## src/rtl/mult_nibble_seq_ctrl.sv

```systemverilog
// Sequential W x W unsigned multiplier built from N*N passes of one shared 4x4 multiplier.
// Operands and the product each move over a valid/ready handshake, and every output is registered.
module mult_nibble_seq_ctrl #(
  parameter int W = 8
) (
  input  logic           clk,
  input  logic           rst,
  input  logic           in_valid,
  output logic           in_ready,
  input  logic [W-1:0]   in_a,
  input  logic [W-1:0]   in_b,
  output logic [3:0]     mul_a,
  output logic [3:0]     mul_b,
  input  logic [7:0]     mul_p,
  output logic           out_valid,
  input  logic           out_ready,
  output logic [2*W-1:0] product,
  output logic           busy
);

  localparam int         N    = W / 4;
  localparam int         PW   = 2 * W;
  localparam logic [1:0] LAST = 2'(N - 1);

  typedef enum logic [1:0] {IDLE, RUN, DONE} state_t;

  state_t        state;
  logic [W-1:0]  a_r;
  logic [W-1:0]  b_r;
  logic [PW-1:0] acc;
  logic [1:0]    i;
  logic [1:0]    j;
  logic [PW-1:0] acc_sum;

  // The partial product of nibble pair (i, j) carries weight 16^(i+j).
  assign acc_sum = acc + (PW'(mul_p) << (4 * (i + j)));

  always_ff @(posedge clk) begin
    if (rst) begin
      state     <= IDLE;
      a_r       <= '0;
      b_r       <= '0;
      acc       <= '0;
      i         <= '0;
      j         <= '0;
      mul_a     <= '0;
      mul_b     <= '0;
      in_ready  <= 1'b1;
      out_valid <= 1'b0;
      product   <= '0;
      busy      <= 1'b0;
    end else begin
      // NOTE: all state and outputs update with non-blocking assignments, so every
      // branch reads the pre-edge values of i, j and acc regardless of statement order.
      case (state)
        IDLE: begin
          if (in_valid) begin
            a_r      <= in_a;
            b_r      <= in_b;
            acc      <= '0;
            i        <= '0;
            j        <= '0;
            mul_a    <= in_a[3:0];
            mul_b    <= in_b[3:0];
            in_ready <= 1'b0;
            busy     <= 1'b1;
            state    <= RUN;
          end
        end

        RUN: begin
          acc <= acc_sum;
          if (j == LAST) begin
            j <= '0;
            if (i == LAST) begin
              product   <= acc_sum;
              out_valid <= 1'b1;
              mul_a     <= '0;
              mul_b     <= '0;
              state     <= DONE;
            end else begin
              i     <= i + 2'd1;
              mul_a <= a_r[4 * (i + 2'd1) +: 4];
              mul_b <= b_r[3:0];
            end
          end else begin
            j     <= j + 2'd1;
            mul_b <= b_r[4 * (j + 2'd1) +: 4];
          end
        end

        DONE: begin
          // in_ready rises only once back in IDLE, so a new operand waits one cycle.
          if (out_ready) begin
            out_valid <= 1'b0;
            in_ready  <= 1'b1;
            busy      <= 1'b0;
            state     <= IDLE;
          end
        end

        default: state <= IDLE;
      endcase
    end
  end

endmodule

```

## config.mk

```make
export PLATFORM = sky130hd
export DESIGN_NAME = mult_nibble_seq_ctrl
export DESIGN_NICKNAME = d
export VERILOG_FILES = /design/src/rtl/mult_nibble_seq_ctrl.sv
export SDC_FILE = /design/constraint.sdc
export NUM_CORES = 1
export LEC_CHECK = 0
export CAP_MARGIN = 20
export CELL_PAD_IN_SITES_DETAIL_PLACEMENT = 1
export CELL_PAD_IN_SITES_GLOBAL_PLACEMENT = 1
export CORE_AREA = 2 2 102 104
export CTS_CLUSTER_SIZE = 14
export DETAILED_ROUTE_END_ITERATION = 12
export DIE_AREA = 0 0 104 106
export PLACE_DENSITY = 0.81
export SYNTH_ARGS = -nofsm -noshare
export SYNTH_HDL_FRONTEND = slang
export SYNTH_SLANG_ARGS = --single-unit
```

## constraint.sdc

```tcl
create_clock -name clk -period 3.7 [get_ports clk]
set_clock_uncertainty 0.05 [all_clocks]
set_input_delay 0.925 -clock clk [delete_from_list [all_inputs] [get_ports clk]]
set_output_delay 0.925 -clock clk [all_outputs]
set_load 0.005 [all_outputs]
```

# After elaboration in Yosys (flattened, before gate mapping)
# Index checks and enable logic that the tools add are counted.
[word_totals] ff_bits=65 input_bits=28 output_inout_bits=27
[op_classes] addsub=6 eq_ne=9 n_shift=3 mux=30 reduce_logical=12
[op_table] op="one-hot mux 16 bit (2 select lines)" count=1
[op_table] op="two-way mux 4 bit" count=6
[op_table] op="adder 16 bit" count=1
[op_table] op="two-way mux 16 bit" count=1
[op_table] op="two-way mux 2 bit" count=8
[op_table] op="one-hot mux 4 bit (2 select lines)" count=2
[op_table] op="variable part select 8 x 6 -> 4 bit" count=2
[op_table] op="<< shifter 8 x 5 -> 16 bit" count=1
[op_table] op="AND reduction 4 bit" count=3
[op_table] op="!= test 2 bit, second input constant" count=5
[op_table] op="AND reduction 3 bit" count=3
[op_table] op="one-hot mux 2 bit (2 select lines)" count=2
[op_table] op="adder 2 x 1 -> 3 bit, second input constant" count=2
[op_table] op="== test 2 x 1 -> 1 bit, second input constant" count=3
[op_table] op="two-way mux 1 bit" count=6
[op_table] op="one-hot mux 1 bit (2 select lines)" count=3
[op_table] op="one-hot mux 2 bit (3 select lines)" count=1
[op_table] op="nonzero test 2 bit" count=3
[op_table] op="adder 2 x 1 -> 2 bit, second input constant" count=2
[op_table] op="AND reduction 2 bit" count=2
[op_table] op="adder 2 x 2 -> 3 bit" count=1
[op_table] op="== test 2 bit, second input constant" count=1
[op_table] op="logical NOT 2 bit" count=1

# Depth between registers and ports, before layout
# Gate-level depths: netlist of the first run.
[depth] word_depth=5 depth_mapped=15

# Least setup slack after synthesis of the first run
# No wires, ideal clock.
[synth_timing] kind="reg2reg" from="reg i[0]" to="reg product[14]" setup_ps=128 t_arrival_ps=3178 path_slack_ps=344 stages_incl_launch_ff=15 n_path_buf=0 synth_period_minus_slack_ps=3356 path_cell_list="dfxtp_1 ha_1 fa_1 nor3_1 and2_1 ha_1 inv_1 fa_1 nand2b_1 a21oi_1 nor2b_1 o41ai_1 xnor2_1 o21a_1 nor2_1"
[synth_between] elab_chain_cells=3 elab_cells_between_ends=5
[synth_lines] item="from (decl)" line="31" source="logic [1:0] i;"
[synth_lines] item="from (signal assigned)" line="82" source="i <= i + 2'd1;"
[synth_lines] item="adder 2 x 2 -> 3 bit" line="36" source="assign acc_sum = acc + (PW'(mul_p) << (4 * (i + j)));"
[synth_lines] item="<< shifter 8 x 5 -> 16 bit" line="36"
[synth_lines] item="adder 16 bit" line="36"
[synth_lines] item="to (signal assigned)" line="76" source="product <= acc_sum;"
[synth_lines] item="to (decl)" line="17" source="output logic [2*W-1:0] product,"
# Several ways; a longest one is shown, not always the timed one.
# A chain may end at the register's enable or synchronous reset.

# Worst setup path in the final report of the first run
[layout_timing] from="reg j[0]" to="reg product[15]"
[layout_between] elab_chain_cells=3 elab_cells_between_ends=5
[layout_lines] item="from (decl)" line="32" source="logic [1:0] j;"
[layout_lines] item="from (signal assigned)" line="87" source="j <= j + 2'd1;"
[layout_lines] item="adder 2 x 2 -> 3 bit" line="36"
[layout_lines] item="<< shifter 8 x 5 -> 16 bit" line="36"
[layout_lines] item="adder 16 bit" line="36"
# Several ways; a longest one is shown, not always the timed one.

==> results.json, run 1 <==
{
  "result_of_the_run": "complete, no violations",
  "worstHoldPathType": "reg -> reg",
  "synth_fp_nets": 460,
  "cp_data_arrival_time_ns": 3.73,
  "finalSetupTns_ns": 0,
  "dpl_worst_slack_ns": -0.131,
  "synth_cell_types": 44,
  "clock-sinks": 61,
  "maxCapViolCount": 0,
  "post-route-period-util_pct": 96.6,
  "vias": 3187,
  "grt.met3_usage_pct": 4.78,
  "finish.utilization_pct": 42.3,
  "grt_util_met2_pct": 33.6,
  "max_freq_mhz": 280,
  "antenna_cells_inserted": 0,
  "pin_count_of_the_biggest_net_entering_global_routing": 41,
  "timing.final.max_slew_violations": 0,
  "grt_pass1_wl_um": 16700,
  "grt_overflow": 0,
  "holdCritStartpoint": "product[11]",
  "design_power_total_uw": 1700,
  "ff2ff_setup_slack_ns": 0.13,
  "yosysWarnings": 0,
  "period_needed_ns": 3.57,
  "synth-async-reset-ratio_pct": 0,
  "initial_core_util_pct": 32.2,
  "power_density_nw_per_um2": 401,
  "clkTransAtPathRegs_ns": 0.08,
  "critical_path_buf_inv_count": 1,
  "cts-buffers-inserted": 9,
  "groute.usage.overall_pct": 19.0,
  "synth.yosys.seq_area_share_pct": 37.9,
  "detail_route.wl_per_cell_um": 16.4,
  "place_congestion": 0.920,
  "io_pins": 55,
  "grt_setup_unrepaired": "false",
  "worst_hold_slack_ns": 0.406,
  "cts.path.max_buffers": 2,
  "synth_area_leader_cell": "sky130_fd_sc_hd__dfxtp_1",
  "first_iter_violations": 83,
  "place.detailed.hpwl_um": 7630,
  "critical_path.cell_chain": "ha_1, fa_1, nor3_2, buf_4, and2_1, ha_1, a21oi_1, nor2b_1, a311o_1, a22o_2, a41oi_2, xnor2_1, a211oi_2",
  "tritoncts": "done",
  "setup.worst_path.end_class": "flop",
  "final_hold_viol_count": 0,
  "grt_most_used_layer": "met2",
  "dominantRegCellSynth": "sky130_fd_sc_hd__dfxtp_1",
  "crit-reg2reg-launch": "j[0]",
  "via_count_of_the_first_global_routing_pass": 3367,
  "grt.met1_usage_pct": 22.7,
  "netlist_area_um2": 3220,
  "setup-violations-final": 0,
  "worst_path_dominant_cell_family": "compound AO/OA/AOI/OAI gates",
  "criticalPathCategory": "reg -> reg",
  "critical_path.startpoint": "j[0]",
  "avgViaCountPerCell": 5.16,
  "cp_data_required_time_ns": 3.86,
  "coreArea_um2": 10000,
  "syn-instance-count": 413,
  "floorplan.rows": 37,
  "die_w_um": 104,
  "mostFrequentLayoutCells": "sky130_fd_sc_hd__nand2_1, sky130_fd_sc_hd__dfxtp_1, sky130_fd_sc_hd__a21oi_1",
  "timing.critical_path.from_type": "flop",
  "port_buffers": 54,
  "post-route-drc-count": 0,
  "p_leak_uw": 0.00162,
  "cp_slowest_cell": "sky130_fd_sc_hd__fa_1",
  "most_common_cell_on_crit_path": "sky130_fd_sc_hd__ha_1",
  "drt_pre_antenna_iters": 4,
  "power.switching_fraction_pct": 31.3,
  "slowest_delay_ns": 0.51,
  "pwr-share-seq_pct": 41.7,
  "total_switching_power_uw": 532,
  "timing_worst_slew_pin_value_ns": 0.887,
  "floorplan.die_area_um2": 11000,
  "num-fill-cells": 1256,
  "route.final.wire_length_um": 10100,
  "htree_levels": 3,
  "ant_nets": 0,
  "p_int_uw": 1160,
  "max-slew-margin-rel_pct": 40.8,
  "synth_top_area_share_pct": 37.9,
  "synth-seq-cells": 61,
  "synth_enable_flop_cells": 0,
  "chipHeight_um": 106,
  "share_comb_of_total_power_pct": 22.3,
  "clock_insertion_delay_worst_skew_ns": 0.36,
  "postSynthAreaPerCell_um2": 7.80,
  "final_net_count": 524,
  "clock_power_share_pct": 36.0,
  "syn_to_final_growth_pct": 31.2,
  "layout-drive-gt1-share_pct": 10.2,
  "number_of_antenna_violations_at_the_first_check_in_global_routing": 0,
  "layout_commonest_cell": "sky130_fd_sc_hd__nand2_1",
  "worst-path-max-fanout": 5,
  "final_critical_path_setup_slack_ns": 0.127,
  "ctsRootBufferMaster": "sky130_fd_sc_hd__clkbuf_8",
  "number_of_buffers_added_to_fix_hold_violations_after_cts": 0,
  "synth_top_cells_by_area": "sky130_fd_sc_hd__dfxtp_1, sky130_fd_sc_hd__a21oi_1, sky130_fd_sc_hd__nand2_1, sky130_fd_sc_hd__ha_1, sky130_fd_sc_hd__nor2_1",
  "vdd_ir_drop_max_mv": 0.202
}
## power by group through the flow
stage	clock network (µW)	logic [µW]	registers, µW
after floorplan	0	218	719
after global placement	0	365	722
after detailed placement	0	374	723
after CTS	627	377	708
after global routing	664	416	712
final	611	378	708
## logic make-up after synthesis
family | Yosys count | share of synthesized area, %
xor+xnor | 15 | 4.08
fa+ha+maj | 19 | 7.84
flops | 61 | 37.9
mux | 6 | 1.86
buf+inv | 35 | 4.11
compound gates | 111 | 21.5
simple gates | 166 | 22.7
## cells in the mapped netlist, types with 6 or more instances
cell                       number
sky130_fd_sc_hd__ha_1          17
sky130_fd_sc_hd__nor3_1        10
sky130_fd_sc_hd__o21ai_0       10
sky130_fd_sc_hd__clkbuf_1      19
sky130_fd_sc_hd__nand2b_1       6
sky130_fd_sc_hd__a22o_1         6
sky130_fd_sc_hd__mux2i_1        6
sky130_fd_sc_hd__inv_1         13
sky130_fd_sc_hd__nor2b_1        9
sky130_fd_sc_hd__nand2_1       70
sky130_fd_sc_hd__a22oi_1        9
sky130_fd_sc_hd__nand3_1       15
sky130_fd_sc_hd__nor2_1        42
sky130_fd_sc_hd__dfxtp_1       61
sky130_fd_sc_hd__xnor2_1       12
sky130_fd_sc_hd__a21oi_1       58
## stage by stage
step | area, µm² | instances
floorplan | 3220 | 413
global placement | 4000 | 602
detailed placement | 4000 | 602
CTS | 4200 | 618
global route | 4230 | 618
finish | 4230 | 618
## registers in the layout, summed over array words and instances (netlist names)
signal	flops
acc	16
product	16
b_r	8
a_r	4
mul_a	4
mul_b	4
i	2
j	2
state	2
busy	1
in_ready	1
out_valid	1
## final cells by class
cell class | instances | area [µm²] | area share (%)
Multi-Input combinational cell | 317 | 1900 | 44.8
Sequential cell | 61 | 1220 | 28.9
Tap cell | 136 | 170 | 4.02
Clock buffer | 9 | 124 | 2.93
Timing Repair Buffer | 75 | 693 | 16.4
Clock inverter | 7 | 76.3 | 1.80
Inverter | 13 | 48.8 | 1.15
## path summary, 6_finish.rpt
check                end  cells past startpoint
min          product[11]                      2
max reg2reg  product[15]                     13
min reg2reg  product[11]                      2
max          product[15]                     13
## worst reg2reg max path: stages (launching register included)
cell                       delay, ns
sky130_fd_sc_hd__dfxtp_1        0.33
sky130_fd_sc_hd__ha_1           0.19
sky130_fd_sc_hd__fa_1           0.51
sky130_fd_sc_hd__nor3_2         0.26
sky130_fd_sc_hd__buf_4          0.16
sky130_fd_sc_hd__and2_1         0.19
sky130_fd_sc_hd__ha_1           0.27
sky130_fd_sc_hd__a21oi_1        0.20
sky130_fd_sc_hd__nor2b_1        0.07
sky130_fd_sc_hd__a311o_1        0.37
sky130_fd_sc_hd__a22o_2         0.31
sky130_fd_sc_hd__a41oi_2        0.23
sky130_fd_sc_hd__xnor2_1        0.19
sky130_fd_sc_hd__a211oi_2       0.11
## layer usage
layer / share of wire [%] / routed length (µm)
met1: 45 / 4530
met2: 51 / 5120
met3: 3.2 / 320
met4: 1.4 / 144
met5: 0 / 0
## repair_timing
item                       CTS  global route
setup endpoints to repair    0            13
gates resized for setup      0             6
buffers inserted             0             0
No activity file was read; power rests on OpenSTA's default activity.
==> run 2, diff against run 1 <==
--- a/config.mk
+++ b/config.mk
@@ -13,6 +13,7 @@
 export DETAILED_ROUTE_END_ITERATION = 12
 export DIE_AREA = 0 0 104 106
 export PLACE_DENSITY = 0.81
+export SLEW_MARGIN = 20
 export SYNTH_ARGS = -nofsm -noshare
 export SYNTH_HDL_FRONTEND = slang
 export SYNTH_SLANG_ARGS = --single-unit
==> results of run 2 <==
The final DEF is identical to that of run 1; final timing and power are the same.
